$ cat config.mk
export PLATFORM = sky130hd
export DESIGN_NAME = stlb_ctrl
export DESIGN_NICKNAME = d
export VERILOG_FILES = /design/src/rtl/stlb_ctrl.sv
export SDC_FILE = /design/constraint.sdc
export NUM_CORES = 1
export LEC_CHECK = 0
export CORE_ASPECT_RATIO = 0.75
export CORE_MARGIN = 3
export CORE_UTILIZATION = 46
export DETAILED_ROUTE_END_ITERATION = 8
export PLACE_DENSITY = 0.8
export SLEW_MARGIN = 20
export SYNTH_ARGS = -nofsm -noshare
export SYNTH_HDL_FRONTEND = slang
export SYNTH_SLANG_ARGS = --single-unit
export TNS_END_PERCENT = 50
$ cat constraint.sdc
create_clock -name clk -period 1.9 [get_ports clk]
set_input_delay 0.38 -clock clk [delete_from_list [all_inputs] [get_ports clk]]
set_output_delay 0.38 -clock clk [all_outputs]
set_load 0.03 [all_outputs]
$ cat src/rtl/stlb_ctrl.sv
// stlb_ctrl: one-at-a-time lookup sequencer for the STLB way arrays with
// per-set tree-PLRU replacement, page-walk fill on miss and a flush sweep.
//
// state  | meaning
// IDLE   | accept a lookup, or start a pending flush sweep
// LOOKUP | one-cycle arr_rd_en strobe
// CHECK  | sample arr_hit; hit -> RESP, miss -> WALK
// WALK   | walk_req_valid held until the walker accepts
// WAIT   | wait for walk_rsp_valid
// FILL   | one-cycle arr_wr_en into the PLRU victim way
// RESP   | one-cycle rsp_valid
// FLUSH  | invalidate sets 0..NSET-1, clearing their PLRU rows
module stlb_ctrl #(
  parameter int NSET  = 16,
  parameter int NWAY  = 4,
  parameter int SVPN  = 52,
  parameter int SPCID = 12,
  localparam int SW = $clog2(NSET),
  localparam int WW = $clog2(NWAY)
) (
  input  logic             clk,
  input  logic             rst_n,
  input  logic             req_valid,
  output logic             req_ready,
  input  logic [SVPN-1:0]  req_vpn,
  input  logic [SPCID-1:0] req_pcid,
  output logic             rsp_valid,
  output logic             rsp_hit,
  output logic [WW-1:0]    rsp_way,
  output logic             arr_rd_en,
  output logic [SW-1:0]    arr_set,
  output logic [SVPN-1:0]  arr_vpn,
  output logic [SPCID-1:0] arr_pcid,
  input  logic [NWAY-1:0]  arr_hit,
  output logic             arr_wr_en,
  output logic [WW-1:0]    arr_wr_way,
  output logic             arr_inv,
  output logic             walk_req_valid,
  input  logic             walk_req_ready,
  input  logic             walk_rsp_valid,
  input  logic             flush,
  output logic             flush_busy
);

  typedef enum logic [2:0] {IDLE, LOOKUP, CHECK, RESP, WALK, WAIT, FILL, FLUSH} state_t;

  state_t                    state_q, state_d;
  logic [NSET-1:0][NWAY-2:0] plru_q, plru_d;
  logic [SW-1:0]             cnt_q, cnt_d;
  logic                      flush_pending_q, flush_pending_d;
  logic                      req_ready_q, req_ready_d;
  logic                      rsp_valid_q, rsp_valid_d;
  logic                      rsp_hit_q, rsp_hit_d;
  logic [WW-1:0]             rsp_way_q, rsp_way_d;
  logic                      arr_rd_en_q, arr_rd_en_d;
  logic [SW-1:0]             arr_set_q, arr_set_d;
  logic [SVPN-1:0]           arr_vpn_q, arr_vpn_d;
  logic [SPCID-1:0]          arr_pcid_q, arr_pcid_d;
  logic                      arr_wr_en_q, arr_wr_en_d;
  logic [WW-1:0]             arr_wr_way_q, arr_wr_way_d;
  logic                      arr_inv_q, arr_inv_d;
  logic                      walk_req_valid_q, walk_req_valid_d;
  logic                      flush_busy_q, flush_busy_d;
  logic [WW-1:0]             hit_way;

  function automatic logic [WW-1:0] first_hit(input logic [NWAY-1:0] v);
    logic [WW-1:0] w;
    w = '0;
    for (int j = NWAY - 1; j >= 0; j--) if (v[j]) w = WW'(j);
    return w;
  endfunction

  // Heap-ordered tree: node n has children 2n+1 (left) and 2n+2 (right).
  function automatic logic [WW-1:0] plru_victim(input logic [NWAY-2:0] row);
    int   node;
    logic b;
    node = 0;
    for (int l = 0; l < WW; l++) begin
      b = 1'b0;
      for (int j = 0; j < NWAY - 1; j++) if (j == node) b = row[j];
      node = 2 * node + (b ? 2 : 1);
    end
    return WW'(node - (NWAY - 1));
  endfunction

  function automatic logic [NWAY-2:0] plru_touch(input logic [NWAY-2:0] row,
                                                 input logic [WW-1:0]   way);
    logic [NWAY-2:0] r;
    logic [WW-1:0]   w;
    int              node;
    logic            b;
    r = row;
    w = way;
    node = 0;
    for (int l = 0; l < WW; l++) begin
      b = w[WW-1];
      w = w << 1;
      for (int j = 0; j < NWAY - 1; j++) if (j == node) r[j] = ~b;
      node = 2 * node + (b ? 2 : 1);
    end
    return r;
  endfunction

  assign hit_way = first_hit(arr_hit);

  always_comb begin
    state_d          = state_q;
    plru_d           = plru_q;
    cnt_d            = cnt_q;
    flush_pending_d  = flush_pending_q | flush;
    req_ready_d      = 1'b0;
    rsp_valid_d      = 1'b0;
    rsp_hit_d        = rsp_hit_q;
    rsp_way_d        = rsp_way_q;
    arr_rd_en_d      = 1'b0;
    arr_set_d        = arr_set_q;
    arr_vpn_d        = arr_vpn_q;
    arr_pcid_d       = arr_pcid_q;
    arr_wr_en_d      = 1'b0;
    arr_wr_way_d     = arr_wr_way_q;
    arr_inv_d        = 1'b0;
    walk_req_valid_d = 1'b0;
    case (state_q)
      IDLE: begin
        if (flush_pending_q) begin
          // a flush arriving this same cycle is covered by the sweep starting now
          state_d         = FLUSH;
          flush_pending_d = 1'b0;
          cnt_d           = '0;
          arr_set_d       = '0;
          arr_inv_d       = 1'b1;
        end else if (req_valid && req_ready_q) begin
          state_d     = LOOKUP;
          arr_rd_en_d = 1'b1;
          arr_set_d   = req_vpn[SW-1:0];
          arr_vpn_d   = req_vpn;
          arr_pcid_d  = req_pcid;
        end else begin
          req_ready_d = !flush_pending_d;
        end
      end
      LOOKUP: state_d = CHECK;
      CHECK: begin
        if (|arr_hit) begin
          plru_d[arr_set_q] = plru_touch(plru_q[arr_set_q], hit_way);
          rsp_hit_d         = 1'b1;
          rsp_way_d         = hit_way;
          rsp_valid_d       = 1'b1;
          state_d           = RESP;
        end else begin
          arr_wr_way_d     = plru_victim(plru_q[arr_set_q]);
          walk_req_valid_d = 1'b1;
          state_d          = WALK;
        end
      end
      WALK: begin
        if (walk_req_ready) state_d = WAIT;
        else walk_req_valid_d = 1'b1;
      end
      WAIT: begin
        if (walk_rsp_valid) begin
          state_d     = FILL;
          arr_wr_en_d = 1'b1;
        end
      end
      FILL: begin
        plru_d[arr_set_q] = plru_touch(plru_q[arr_set_q], arr_wr_way_q);
        rsp_hit_d         = 1'b0;
        rsp_way_d         = arr_wr_way_q;
        rsp_valid_d       = 1'b1;
        state_d           = RESP;
      end
      RESP: begin
        state_d     = IDLE;
        req_ready_d = !flush_pending_d;
      end
      FLUSH: begin
        plru_d[cnt_q] = '0;
        if (cnt_q == SW'(NSET - 1)) begin
          state_d     = IDLE;
          cnt_d       = '0;
          req_ready_d = !flush_pending_d;
        end else begin
          cnt_d     = cnt_q + 1'b1;
          arr_set_d = cnt_q + 1'b1;
          arr_inv_d = 1'b1;
        end
      end
      default: state_d = IDLE;
    endcase
    flush_busy_d = flush_pending_d || (state_d == FLUSH);
  end

  always_ff @(posedge clk or negedge rst_n) begin
    if (!rst_n) begin
      state_q          <= IDLE;
      plru_q           <= '0;
      cnt_q            <= '0;
      flush_pending_q  <= 1'b0;
      req_ready_q      <= 1'b1;
      rsp_valid_q      <= 1'b0;
      rsp_hit_q        <= 1'b0;
      rsp_way_q        <= '0;
      arr_rd_en_q      <= 1'b0;
      arr_set_q        <= '0;
      arr_vpn_q        <= '0;
      arr_pcid_q       <= '0;
      arr_wr_en_q      <= 1'b0;
      arr_wr_way_q     <= '0;
      arr_inv_q        <= 1'b0;
      walk_req_valid_q <= 1'b0;
      flush_busy_q     <= 1'b0;
    end else begin
      state_q          <= state_d;
      plru_q           <= plru_d;
      cnt_q            <= cnt_d;
      flush_pending_q  <= flush_pending_d;
      req_ready_q      <= req_ready_d;
      rsp_valid_q      <= rsp_valid_d;
      rsp_hit_q        <= rsp_hit_d;
      rsp_way_q        <= rsp_way_d;
      arr_rd_en_q      <= arr_rd_en_d;
      arr_set_q        <= arr_set_d;
      arr_vpn_q        <= arr_vpn_d;
      arr_pcid_q       <= arr_pcid_d;
      arr_wr_en_q      <= arr_wr_en_d;
      arr_wr_way_q     <= arr_wr_way_d;
      arr_inv_q        <= arr_inv_d;
      walk_req_valid_q <= walk_req_valid_d;
      flush_busy_q     <= flush_busy_d;
    end
  end

  assign req_ready      = req_ready_q;
  assign rsp_valid      = rsp_valid_q;
  assign rsp_hit        = rsp_hit_q;
  assign rsp_way        = rsp_way_q;
  assign arr_rd_en      = arr_rd_en_q;
  assign arr_set        = arr_set_q;
  assign arr_vpn        = arr_vpn_q;
  assign arr_pcid       = arr_pcid_q;
  assign arr_wr_en      = arr_wr_en_q;
  assign arr_wr_way     = arr_wr_way_q;
  assign arr_inv        = arr_inv_q;
  assign walk_req_valid = walk_req_valid_q;
  assign flush_busy     = flush_busy_q;

endmodule

== Word level (Yosys, flattened, before mapping) ==
Cells that the tools add are included.
Cells by class
  $add $sub $neg: 3
  $lt $le $gt $ge: 4
  equality and inequality tests: 19
  multiplexer cells: 77
  bitwise gates (word level): 9
  reduce and logical (&&, ||, !) cells: 19
Operators with widths (number)
  48-bit case mux with 3 select lines: 1
  48-bit bitwise mux: 2
  32-bit zero test: 3
  48-bit AND: 1
  48-bit two-way mux: 1
  48-bit inverter: 1
  1-bit two-way mux: 38
  3-bit two-way mux: 9
  3-bit demux with 4-bit select: 2
  3-bit case mux with 8 select lines: 1
  4-bit two-way mux: 5
  2-bit two-way mux: 9
  4-bit case mux with 2 select lines: 2
  3-bit == test, second input constant: 5
  3-bit binary-select mux with 4-bit select: 1
  4-bit by 5-bit < comparator with 1-bit output, second input constant: 2
  4-bit by 1-bit >= comparator with 1-bit output, second input constant: 2
  1-bit case mux with 2 select lines: 4
  2-bit AND reduction: 4
  1-bit by 2-bit == test with 1-bit output, first input constant: 3
  2-bit == test, first input constant: 3
  3-bit by 2-bit == test with 1-bit output, second input constant: 2
  2-bit inequality test, second input constant: 3
  1-bit inverter: 6
  17 further kinds: 21
Storage, ports and cells
  register bits: 136
  input bits: 74
  output and inout bits: 80

== Depth between registers and ports, before layout ==
  depth after elaboration: 14
  gate-level depth with buffers: 9

== Least setup slack after synthesis ==
Ideal clock, no wire load.
  path type: flip-flop to flip-flop
  start: register arr_set_q[1], in the netlist arr_set[1]
  end: register with a tool-made name
  library setup time: 136 ps
  arrival: 2168 ps
  required time: 1764 ps
  setup slack: -404 ps
  cell stages (with the launch flop): 9
  path buffers: 3
  period minus slack after synthesis: 2304 ps
  cells stage by stage: dfrtp_1 buf_6 buf_6 mux4_2 mux2i_2 a211oi_2 o31ai_4 buf_6 o221ai_2
RTL lines
  from (decl): line 56  | logic [SW-1:0] arr_set_q, arr_set_d;
  from (signal assigned): line 223  | arr_set_q <= arr_set_d;

==> run metrics <==
Cells after Synth=612; RSZ-0062 raised after global routing=yes; worst flop-to-flop path startpoint=arr_set[1]; WS Path Type=reg -> reg; Port Buffers=153; synthesis-to-finish area growth=56.5%; slew margin rel.=between 60% and 70%; H-Tree Depth=4; clock skew=0.0106 ns; first-pass GRT wire length=approximately 36000 µm; gr usage total=~28%; Synth Register Bits=roughly 140; worst setup margin=-0.364 ns; post-route cell area=10600 µm²; Clock Latency Late Sink=~0.43 ns; Power Dens Cells=roughly 1600 nW/µm²; commonest non-fill, non-tap cell in the layout=clkdlybuf4s50_1; Layout Nets=around 940; Avg Inst Size Synth=between 10 and 15 µm²; Post-synth EDFFs=0; part of the Yosys area used for sequential elements=50.3%; CP Max Fanout=7; maximum vdd ir drop=between 0.0009 and 0.001 V; TritonCTS buffer count=17; Setup crit end kind=register; top cells by area, synth=dfrtp_1 50%, mux2_2 12%, mux4_2 3.3%; Final Cycle Share=119%; # IOs=roughly 150; Post-Place Cells=1025; core area=~14000 µm²; Worst EP required=2.20 ns; Post-DP HPWL=16400 µm; R2R depth=8; status=finished with violations; routed vias=roughly 6300; Tightest Pin Transition=between 0.5 and 0.6 ns; placed instance area=~9300 µm²; Root Buffer=clkbuf_16; Max Freq=between 0.4 and 0.5 GHz; fill count=892; max-cap violations=0; die area=16200 µm²; fin. max-slew vios=0; Initial Util=roughly 48%; post-DR wirelength/cell=22.2 µm; final setup fails=between 80 and 90; Period minus WS final=around 2.3 ns; TritonCTS clock tree=built; highest-count cells in the layout ignoring fill and taps=140 x clkdlybuf4s50_1, 131 x dfrtp_1, 100 x buf_4; Arrival @ worst endpoint=2.57 ns; Synth Net Count=around 690; DRC violations left=0; grt ovf=0; YS warnings=0; area occupied by multi-input gates=about 3500 µm²; number of diodes=0; Leak Pwr=~4.6 nW; clock sinks=between 100 and 150; Post-DRT Antenna Nets=0; Cell Rows=37; Final Hold Fails=0; Routed WL=approximately 24000 µm; fraction of layout cells with a size suffix above 1=between 30 and 40%; initial DRC count=535; FFs w/ async S/R, synth=between 90% and 100%; initial antenna violation count=0; vias in the first global route=6464; CP Launch Point=arr_set[1]; clock transition at the registers of the reported paths=0.07 ns; area share of the largest cell type after synthesis=roughly half; routability congestion estimate=between 1 and 1.5; Die W=between 100 and 150 µm; largest net degree at the start of global routing=68; Yosys cell types=between 60 and 70; pre-CTS WS=-0.542 ns; Final Non-Filler Cells=1072; violated checks=setup timing; FF-to-FF setup slack=-0.36 ns; Hold Path Class=in -> async; FF/Latch Area=3410 µm²; Max clock buf depth=2; startpoint types=register; Synth area leader=dfrtp_1; vias per cell=5.91; DIE HEIGHT=around 110 µm; TritonRoute pass-1 iters=5; Main synth FF type=dfrtp_1; cell area after synthesis=between 6000 and 7000 µm²
-- per-layer routing --
| metal | vias to the layer above | wire [µm] | global-route usage (%) |
|---|---|---|---|
| met2 | 308 | 11500 | 45.6 |
| met5 | - | 0 | 0 |
| met4 | 0 | 523 | 8.27 |
| met3 | 50 | 1940 | 7.36 |
| met1 | 3222 | 9850 | 38.5 |
| li1 | 2758 | - | - |
-- critical path: stages (launching register included) --
cell       delay [ns]
dfrtp_2          0.48
buf_12           0.17
mux4_2           0.51
mux2i_1          0.17
mux2i_2          0.15
a311oi_4         0.24
buf_6            0.17
clkbuf_16        0.17
o31ai_1          0.07
-- cell families after synthesis --
family	after synthesis	share of synthesized area, %
adders and majority gates	5	0.924
buffers and inverters	74	5.02
muxes	87	16.1
and+or+nand+nor	168	12.9
AOI/OAI and AO/OA	140	14.6
DFF	136	50.3
xor gates and xnor gates	2	0.259
-- synthesized netlist by cell type (3+ instances only) --
library cell  count
inv_1            30
a211oi_1          4
nand4b_1          4
ha_1              5
a22oi_1           6
mux2_2           70
o21ai_0          25
and3_1            6
a31o_2            3
clkbuf_1         17
nor2b_1          10
nor3_1           17
mux4_2           10
o31ai_1          12
buf_4             4
a31oi_1           4
nand4bb_1         6
o22ai_1          19
o2bb2ai_1         3
buf_2            14
dfrtp_1         135
nand2b_1          8
nor2_1           34
o221ai_1          4
mux2i_1           6
o311ai_0          4
nand3_1          10
nand2_1          52
o21ai_1           4
or4b_2            3
buf_1             4
a21oi_1          22
nor4_1            3
buf_6             4
o32ai_1          12
-- power by group --
| part | total [mW] | switching [mW] | internal (mW) |
|---|---|---|---|
| clock network | 3.53 | 1.51 | 2.02 |
| registers | 4.42 | 0.740 | 3.68 |
| logic | 8.77 | 4.66 | 4.11 |
| total | 16.7 | 6.91 | 9.81 |
-- through the flow --
| step | power [mW] | utilization, % | hold WS, ns | TNS (ns) |
|---|---|---|---|---|
| 6_report | 16.7 | 75.3 | 0.372 | -11.69 |
| 5_1_grt | 17.4 | 75.3 | 0.409 | -17.66 |
| 4_1_cts | 15.8 | 72.7 | 0.368 | -12.63 |
| 3_5_place_dp | 11.8 | 66.3 | 0.277 | -26.38 |
| 3_3_place_gp | 11.5 | 66.3 | 0.272 | -18.11 |
| 2_1_floorplan | 8.55 | - | 0.0844 | -6.95 |
-- worst max-delay path by stage --
stage	cells after the start	end
floorplan	8	register
global placement	10	register
detailed placement	9	register
CTS	7	arr_wr_way[0]
global route	8	register
finish	8	register
-- layout make-up --
class,count,area share [%]
clock buffer,17,4.01
clock inverter,15,1.95
inverter,31,1.10
multi-input combinational,402,33.2
sequential,136,32.2
tap,195,2.30
timing repair buffer,276,25.3
-- repair_timing --
item	4_1_cts	5_1_grt
cloned	2	1
resized for setup	41	69
buffers inserted	7	5
endpoints found under the setup margin	118	125
pin swaps	4	9
endpoints found under the hold margin	16	0
hold buffers	1	0
(Power assumes the default switching activity.)
